**config.mk**
```make
export PLATFORM = sky130hd
export DESIGN_NAME = pinpong_buf
export DESIGN_NICKNAME = d
export VERILOG_FILES = /design/src/rtl/pinpong_buf.sv
export SDC_FILE = /design/constraint.sdc
export NUM_CORES = 1
export LEC_CHECK = 0
export CORE_MARGIN = 4
export CORE_UTILIZATION = 57
export DETAILED_ROUTE_END_ITERATION = 6
export PLACE_DENSITY = 0.82
export SYNTH_ARGS = -nofsm -noshare
export SYNTH_HDL_FRONTEND = slang
export SYNTH_SLANG_ARGS = --single-unit
export TNS_END_PERCENT = 30
```
**constraint.sdc**
```tcl
create_clock -name clk -period 3.7 [get_ports clk]
set_clock_uncertainty 0.15 [all_clocks]
set_input_delay 0.74 -clock clk [delete_from_list [all_inputs] [get_ports clk]]
set_output_delay 0.74 -clock clk [all_outputs]
set_load 0.05 [all_outputs]
```
**src/rtl/pinpong_buf.sv**
```systemverilog
`default_nettype none
// ============================================================================
// Module      : pinpong_buf
// Description : Two-bank ping-pong buffer. The writer fills one bank while the
//               reader drains the other; whole banks are handed over when a
//               bank is full or closed early by in_last. The reader sees the
//               length of the bank it is draining on out_len.
// Option      : PINPONG_ERR_EN - when defined, ovf/udf are sticky error flags
//               cleared only by rst; when undefined they are tied to 0.
// Ports       : clk, rst          - clock, synchronous active-high reset
//               in_flag/in_dat    - write strobe and data
//               in_last           - close current bank after this word
//               out_flag          - read strobe
//               out_dat           - registered read data
//               out_valid         - out_dat updated by an accepted read
//               out_last          - out_dat is the final word of its bank
//               out_len           - length of the bank being read, 0 if empty
//               empty / full      - reader has no bank / writer has no bank
//               ovf / udf         - rejected write / rejected read seen
// Revision    : 1.0 - initial release
// ============================================================================
module pinpong_buf #(
    parameter int WIDTH = 8,
    parameter int DEPTH = 3,
    localparam int LW   = $clog2(DEPTH + 1)
) (
    input  logic             clk,
    input  logic             rst,
    input  logic             in_flag,
    input  logic [WIDTH-1:0] in_dat,
    input  logic             in_last,
    input  logic             out_flag,
    output logic [WIDTH-1:0] out_dat,
    output logic             out_valid,
    output logic             out_last,
    output logic [LW-1:0]    out_len,
    output logic             empty,
    output logic             full,
    output logic             ovf,
    output logic             udf
);

    localparam int IW = $clog2(DEPTH);
    localparam int AW = $clog2(2 * DEPTH);
    localparam logic [IW-1:0] C_IDX_LAST = IW'(DEPTH - 1);
    localparam logic [AW-1:0] C_BANK1_BASE = AW'(DEPTH);

    // Storage: bank 0 occupies [0, DEPTH), bank 1 occupies [DEPTH, 2*DEPTH).
    logic [WIDTH-1:0] r_mem [0:2*DEPTH-1];

    logic             r_wr_bank;
    logic             r_rd_bank;
    logic [IW-1:0]    r_wr_idx;
    logic [IW-1:0]    r_rd_idx;
    logic [1:0]       r_ready;
    logic [LW-1:0]    r_len [0:1];
    logic [WIDTH-1:0] r_out_dat;
    logic             r_out_valid;
    logic             r_out_last;

    logic             w_full;
    logic             w_empty;
    logic             w_wr_acc;
    logic             w_rd_acc;
    logic             w_wr_close;
    logic             w_rd_last;
    logic [LW-1:0]    w_rd_len;
    logic [AW-1:0]    w_wr_addr;
    logic [AW-1:0]    w_rd_addr;

    assign w_full     = r_ready[r_wr_bank];
    assign w_empty    = ~r_ready[r_rd_bank];
    assign w_wr_acc   = in_flag & ~w_full;
    assign w_rd_acc   = out_flag & ~w_empty;
    assign w_wr_close = w_wr_acc & ((r_wr_idx == C_IDX_LAST) | in_last);
    assign w_rd_len   = r_len[r_rd_bank];
    // Last word of the bank when the next index would equal the bank length.
    assign w_rd_last  = ((LW'(r_rd_idx) + LW'(1)) == w_rd_len);
    assign w_wr_addr  = r_wr_bank ? (C_BANK1_BASE + AW'(r_wr_idx)) : AW'(r_wr_idx);
    assign w_rd_addr  = r_rd_bank ? (C_BANK1_BASE + AW'(r_rd_idx)) : AW'(r_rd_idx);

    // Memory is not reset; stale words are unreachable because the reader
    // only ever walks banks that were closed after reset.
    always_ff @(posedge clk) begin
        if (!rst && w_wr_acc) begin
            r_mem[w_wr_addr] <= in_dat;
        end
    end

    // Bank control. An accepted write targets a non-ready bank and an
    // accepted read targets a ready bank, so the two never touch the same
    // r_ready bit in one cycle.
    always_ff @(posedge clk) begin
        if (rst) begin
            r_wr_bank <= 1'b0;
            r_rd_bank <= 1'b0;
            r_wr_idx  <= '0;
            r_rd_idx  <= '0;
            r_ready   <= 2'b00;
            r_len[0]  <= '0;
            r_len[1]  <= '0;
        end else begin
            if (w_wr_acc) begin
                if (w_wr_close) begin
                    r_ready[r_wr_bank] <= 1'b1;
                    r_len[r_wr_bank]   <= LW'(r_wr_idx) + LW'(1);
                    r_wr_bank          <= ~r_wr_bank;
                    r_wr_idx           <= '0;
                end else begin
                    r_wr_idx <= r_wr_idx + IW'(1);
                end
            end
            if (w_rd_acc) begin
                if (w_rd_last) begin
                    r_ready[r_rd_bank] <= 1'b0;
                    r_rd_bank          <= ~r_rd_bank;
                    r_rd_idx           <= '0;
                end else begin
                    r_rd_idx <= r_rd_idx + IW'(1);
                end
            end
        end
    end

    // Read port: data holds unless a read is accepted.
    always_ff @(posedge clk) begin
        if (rst) begin
            r_out_dat   <= '0;
            r_out_valid <= 1'b0;
            r_out_last  <= 1'b0;
        end else if (w_rd_acc) begin
            r_out_dat   <= r_mem[w_rd_addr];
            r_out_valid <= 1'b1;
            r_out_last  <= w_rd_last;
        end else begin
            r_out_valid <= 1'b0;
            r_out_last  <= 1'b0;
        end
    end

`ifdef PINPONG_ERR_EN
    logic r_ovf;
    logic r_udf;

    always_ff @(posedge clk) begin
        if (rst) begin
            r_ovf <= 1'b0;
            r_udf <= 1'b0;
        end else begin
            if (in_flag && w_full) begin
                r_ovf <= 1'b1;
            end
            if (out_flag && w_empty) begin
                r_udf <= 1'b1;
            end
        end
    end

    assign ovf = r_ovf;
    assign udf = r_udf;
`else
    assign ovf = 1'b0;
    assign udf = 1'b0;
`endif

    assign out_dat   = r_out_dat;
    assign out_valid = r_out_valid;
    assign out_last  = r_out_last;
    assign out_len   = w_empty ? '0 : w_rd_len;
    assign empty     = w_empty;
    assign full      = w_full;

endmodule
`default_nettype wire

```
# After elaboration in Yosys (flattened, before gate mapping)
# Memory sizes are Yosys's and may differ from the RTL's. A register that Yosys moved wholly into a read port is not among the register bits.
# Cells that the tools add are included.
# totals
memories,2
elab_cells,71
ram_bits,52
register_bits,10
# op_classes
muxes,32
reduce_logical,8
addsub,4
n_bitwise,12
n_eq_ne,2
order_cmp,4
# mem_list
name,words,word_bits,rd,rd_ports_with_merged_regs,write_ports,line_no,text
r_mem,6,8,1,1,1,49,logic [WIDTH-1:0] r_mem [0:2*DEPTH-1];
r_len,2,2,1,1,2,56,logic [LW-1:0] r_len [0:1];
# ops
op,count
$mux 1,19
$mux 2,9
$add 2x2->3 const A,2
$mux 3,2
$not 1->1,5
$add 2x1->2 const B,2
$lt 1x2->1 const B,2
$reduce_and 2->1,2
$reduce_or 2->1,2
$and 1x1->1,3
$logic_and 1x1->1,3
$and 2x2->2,1
$demux 1 s1,2
$eq 2x2->1,1
$eq 2x2->1 const B,1
$ge 1x1->1 const B,2
$not 2->2,1
$or 2x2->2,1
$logic_not 1->1,1
$or 1x1->1,1

# Logic depth before layout (Yosys ltp)
# depth
ltp_word,11
depth_mapped,9
mapped_depth_nobuf,6

# Worst setup path before layout
# OpenSTA, ideal clock, no wires.
# synth_timing
path_type,register to register
from,register r_wr_bank
to,memory r_mem[4][0] (enable)
required_ns,3.155
setup_slack_ns,1.124
n_path_buf,1
t_arrival_ns,2.031
setup_time_ns,0.395
path_stages_with_launch,6
cell_sequence,dfxtp_1 -> buf_2 -> mux2i_1 -> nand2_1 -> or2_1 -> nor4_1
# synth_between
elab_chain_cells,7
word_cells_on_any_way,8
# synth_lines
item,line_no,text
"start, declared",51,logic r_wr_bank;
"start signal, assigned",107,r_wr_bank <= ~r_wr_bank;
$mux 1 (not written as such) (2 in series),71,assign w_full = r_ready[r_wr_bank];
$not 1->1,73,assign w_wr_acc = in_flag & ~w_full;
$and 1x1->1,73,
$logic_and 1x1->1,85,if (!rst && w_wr_acc) begin
$mux 1,85,
$mux 1 (not written as such),86,r_mem[w_wr_addr] <= in_dat;
"end, declared",49,
# Several ways; a longest one is shown, not always the timed one. The select of a mux whose other input is x is not followed.

# Final worst setup path
# layout_timing
from,register r_rd_bank
to,output empty
# layout_between
elab_chain_cells,3
# layout_lines
item,line_no,text
"start, declared",52,logic r_rd_bank;
"start signal, assigned",116,r_rd_bank <= ~r_rd_bank;
$mux 1 (not written as such) (2 in series),72,assign w_empty = ~r_ready[r_rd_bank];
$not 1->1,72,
"end, declared",37,"output logic empty,"
# Every way passes these cells. The select of a mux whose other input is x is not followed.

==> summary.md <==
| Metric | Value |
|---|---|
| # rows | `27` |
| Worst min-delay path class | `reg2reg` |
| Port Buffers | `26` |
| Pwr Density | `437 nW/um^2` |
| Flops & latches, synth | `71` |
| Period utilisation layout | `88.5%` |
| Vias per cell | `roughly 6.0` |
| Slew @ Worst Pin | `between 0.7 and 0.8 ns` |
| Initial antenna violation count | `0` |
| Rel. slew slack | `50.2%` |
| Most frequent cells in the layout | `52 x edfxtp_1, 26 x clkdlybuf4s50_1, 23 x mux2i_1` |
| DIE WIDTH | `83.2 microns` |
| Most common cell after layout, fill and taps aside | `edfxtp_1` |
| Ys flop type | `edfxtp_1` |
| Share of cells above drive strength 1 | `12.3%` |
| Crit path cell chain | `mux2i_2 > clkdlybuf4s50_1` |
| RSZ-0062 raised after global routing | `no` |
| DR WL/cell | `18.0 microns` |
| Initial Utilization | `58.5%` |
| Post-synth cell types | `52` |
| Final Hold Viols | `0` |
| Post-DRT Antenna Nets | `0` |
| CP Launch Type | `register` |
| Skew-Pair Late Insertion Delay | `0.34 ns` |
| Setup violations, final | `0` |
| Global-route wire length before repair | `10.6 mm` |
| Routed vias | `2,180` |
| First-pass DRT Iterations | `4` |
| Antenna Diode Count | `0` |
| CTS tree | `built` |
| FMAX | `0.305 GHz` |
| Die area | `between 6000 and 7000 sq um` |
| Root Driver | `clkbuf_8` |
| Crit path max fanout | `22` |
| DRT iter0 DRCs | `215` |
| WHS Path Cells | `2` |
| Total Wirelength | `6.54 mm` |
| Number of global-route vias before repair | `2,163` |
| # H-tree levels | `3` |
| Fillers | `between 400 and 500` |
| Overflow after GRT | `0` |
| Num ports | `29` |
| Final slew viol count | `0` |
| EDFF count, synth | `52` |
| Max-cap violations | `0` |
| Num CTS Buffers | `9` |
| Peak supply drop | `306 uV` |
| Required @ worst endpoint | `2.81 ns` |
| WP buf/inv | `1` |
| CP peak stage delay | `0.86 ns` |
| Clock tree buffer depth | `2` |
| Seq/Total Area, Yosys | `between 60% and 70%` |
| Area delta synth->final | `14.7%` |
| Min Tclk post-route | `3.28 ns` |
| Clk sinks | `71` |
| Core box area | `5510 sq um` |
| Worst Path Arrival | `approximately 2.4 ns` |
| Syn Area/Cell | `12.5 sq um` |
| Reg2reg path depth | `6` |
| Mapped Area | `3220 sq um` |
| Gpl congestion | `0.803` |
| Nets | `between 300 and 400` |
| Pwr Total | `around 0.0016 W` |
| Die H | `83.2 microns` |
| Lkg Pwr | `about 1.2 nW` |
| Setup TNS | `0 ns` |
| Synth warn | `0` |
| GRT Util Overall | `19.8%` |
| Ys async rst share | `0%` |
| Max stage delay cell, worst path | `clkdlybuf4s50_1` |
| WS Path Type | `reg2out` |
| DP HPWL | `4.36 mm` |
| Status | `finished, final reports clean` |
| Stages on worst setup path | `2` |
| Post-cts resize count | `0` |
| CTS Hold Bufs | `0` |
| DRC | `0` |
| Setup bufs post-CTS | `0` |
| Reg clk slew, reported paths | `0.07 ns` |
| Cells after Synth | `257` |
| CP endpoint kind | `output pin` |
| Crit-path leading delay family | `buffers and inverters` |
| Largest net degree at the start of global routing | `23` |
==> power breakdown <==
group          switching (W)  internal, W
Combinational       0.000104    0.0000666
Clock               0.000275     0.000278
Sequential         0.0000184     0.000874
Total               0.000397      0.00122
==> cells in the mapped netlist, types with 5 or more instances <==
cell,count,area (sq um)
a21oi_1,10,50.1
a311oi_1,5,43.8
buf_2,7,35.0
dfxtp_1,19,380
edfxtp_1,52,1560
inv_1,8,30.0
mux2i_1,23,230
nand2_1,22,82.6
nor2_1,14,52.6
nor3_1,7,35.0
o22ai_1,7,43.8
o2bb2ai_1,5,43.8
==> worst paths after layout <==
check / from / to / slack, ns
worst max-delay path: r_rd_bank / empty / 0.42
worst min-delay path: out_dat[4] / out_dat[4] / 0.35
worst max register to register: r_rd_idx[0] / out_dat[6] / 0.67
worst min register to register: out_dat[4] / out_dat[4] / 0.35
==> routing by layer <==
layer / up-vias / wire (microns) / share of wire, % / track usage, %
li1: 1033 / - / - / -
met3: 12 / 416 / 6.4 / 3.87
met2: 79 / 3110 / 48 / 30.2
met1: 1056 / 2860 / 44 / 26.0
met5: - / 0 / 0 / 0
met4: 0 / 153 / 2.3 / 12.2
==> sequential cells by signal, indices dropped and copies added, names as in the netlist, named ones only <==
signal,cells
out_last,1
r_wr_idx,2
r_mem,48
r_wr_bank,1
r_len,4
out_dat,8
r_rd_bank,1
r_ready,2
r_rd_idx,2
out_valid,1
==> kinds of logic (layout without fill, tap and decap cells) <==
logic type	after synthesis	in the layout	share of synthesized area, %
AO/OA/AOI/OAI	51	51	11.3
flip-flops	71	71	60.2
XOR/XNOR	2	2	0.544
multiplexers	29	29	9.39
adder cells (fa/ha/maj)	3	3	1.16
other	1	2	0.116
buffers and inverters	27	61	5.12
AND/OR/NAND/NOR	73	73	12.1
==> cell type report <==
class	instances	area [sq um]	share of cell area (%)
flip-flops and latches	71	1940	52.5
repair buffers	36	335	9.07
clock inverters	3	17.5	0.474
well taps	72	90.1	2.44
inverters	9	33.8	0.914
clock buffers	13	159	4.30
multi-input cells	160	1120	30.3
==> through the flow <==
stage / cell area (sq um) / util, % / setup WS [ns] / hold slack, ns / instances
after floorplan: 3230 / - / 1.12 / 0.346 / 258
after global placement: 3520 / 63.9 / 0.764 / 0.331 / 348
after detailed placement: 3520 / 63.9 / 0.672 / 0.329 / 348
after CTS: 3700 / 67.1 / 0.412 / 0.353 / 364
after global routing: 3700 / 67.1 / 0.310 / 0.376 / 364
final: 3700 / 67.1 / 0.425 / 0.348 / 364
==> worst min-delay path, cell delays in order (launching register included) <==
cell	delay (ns)
dfxtp_1	0.31
nor2_1	0.09
a311oi_1	0.05
Power figures use the tool's default switching activity.
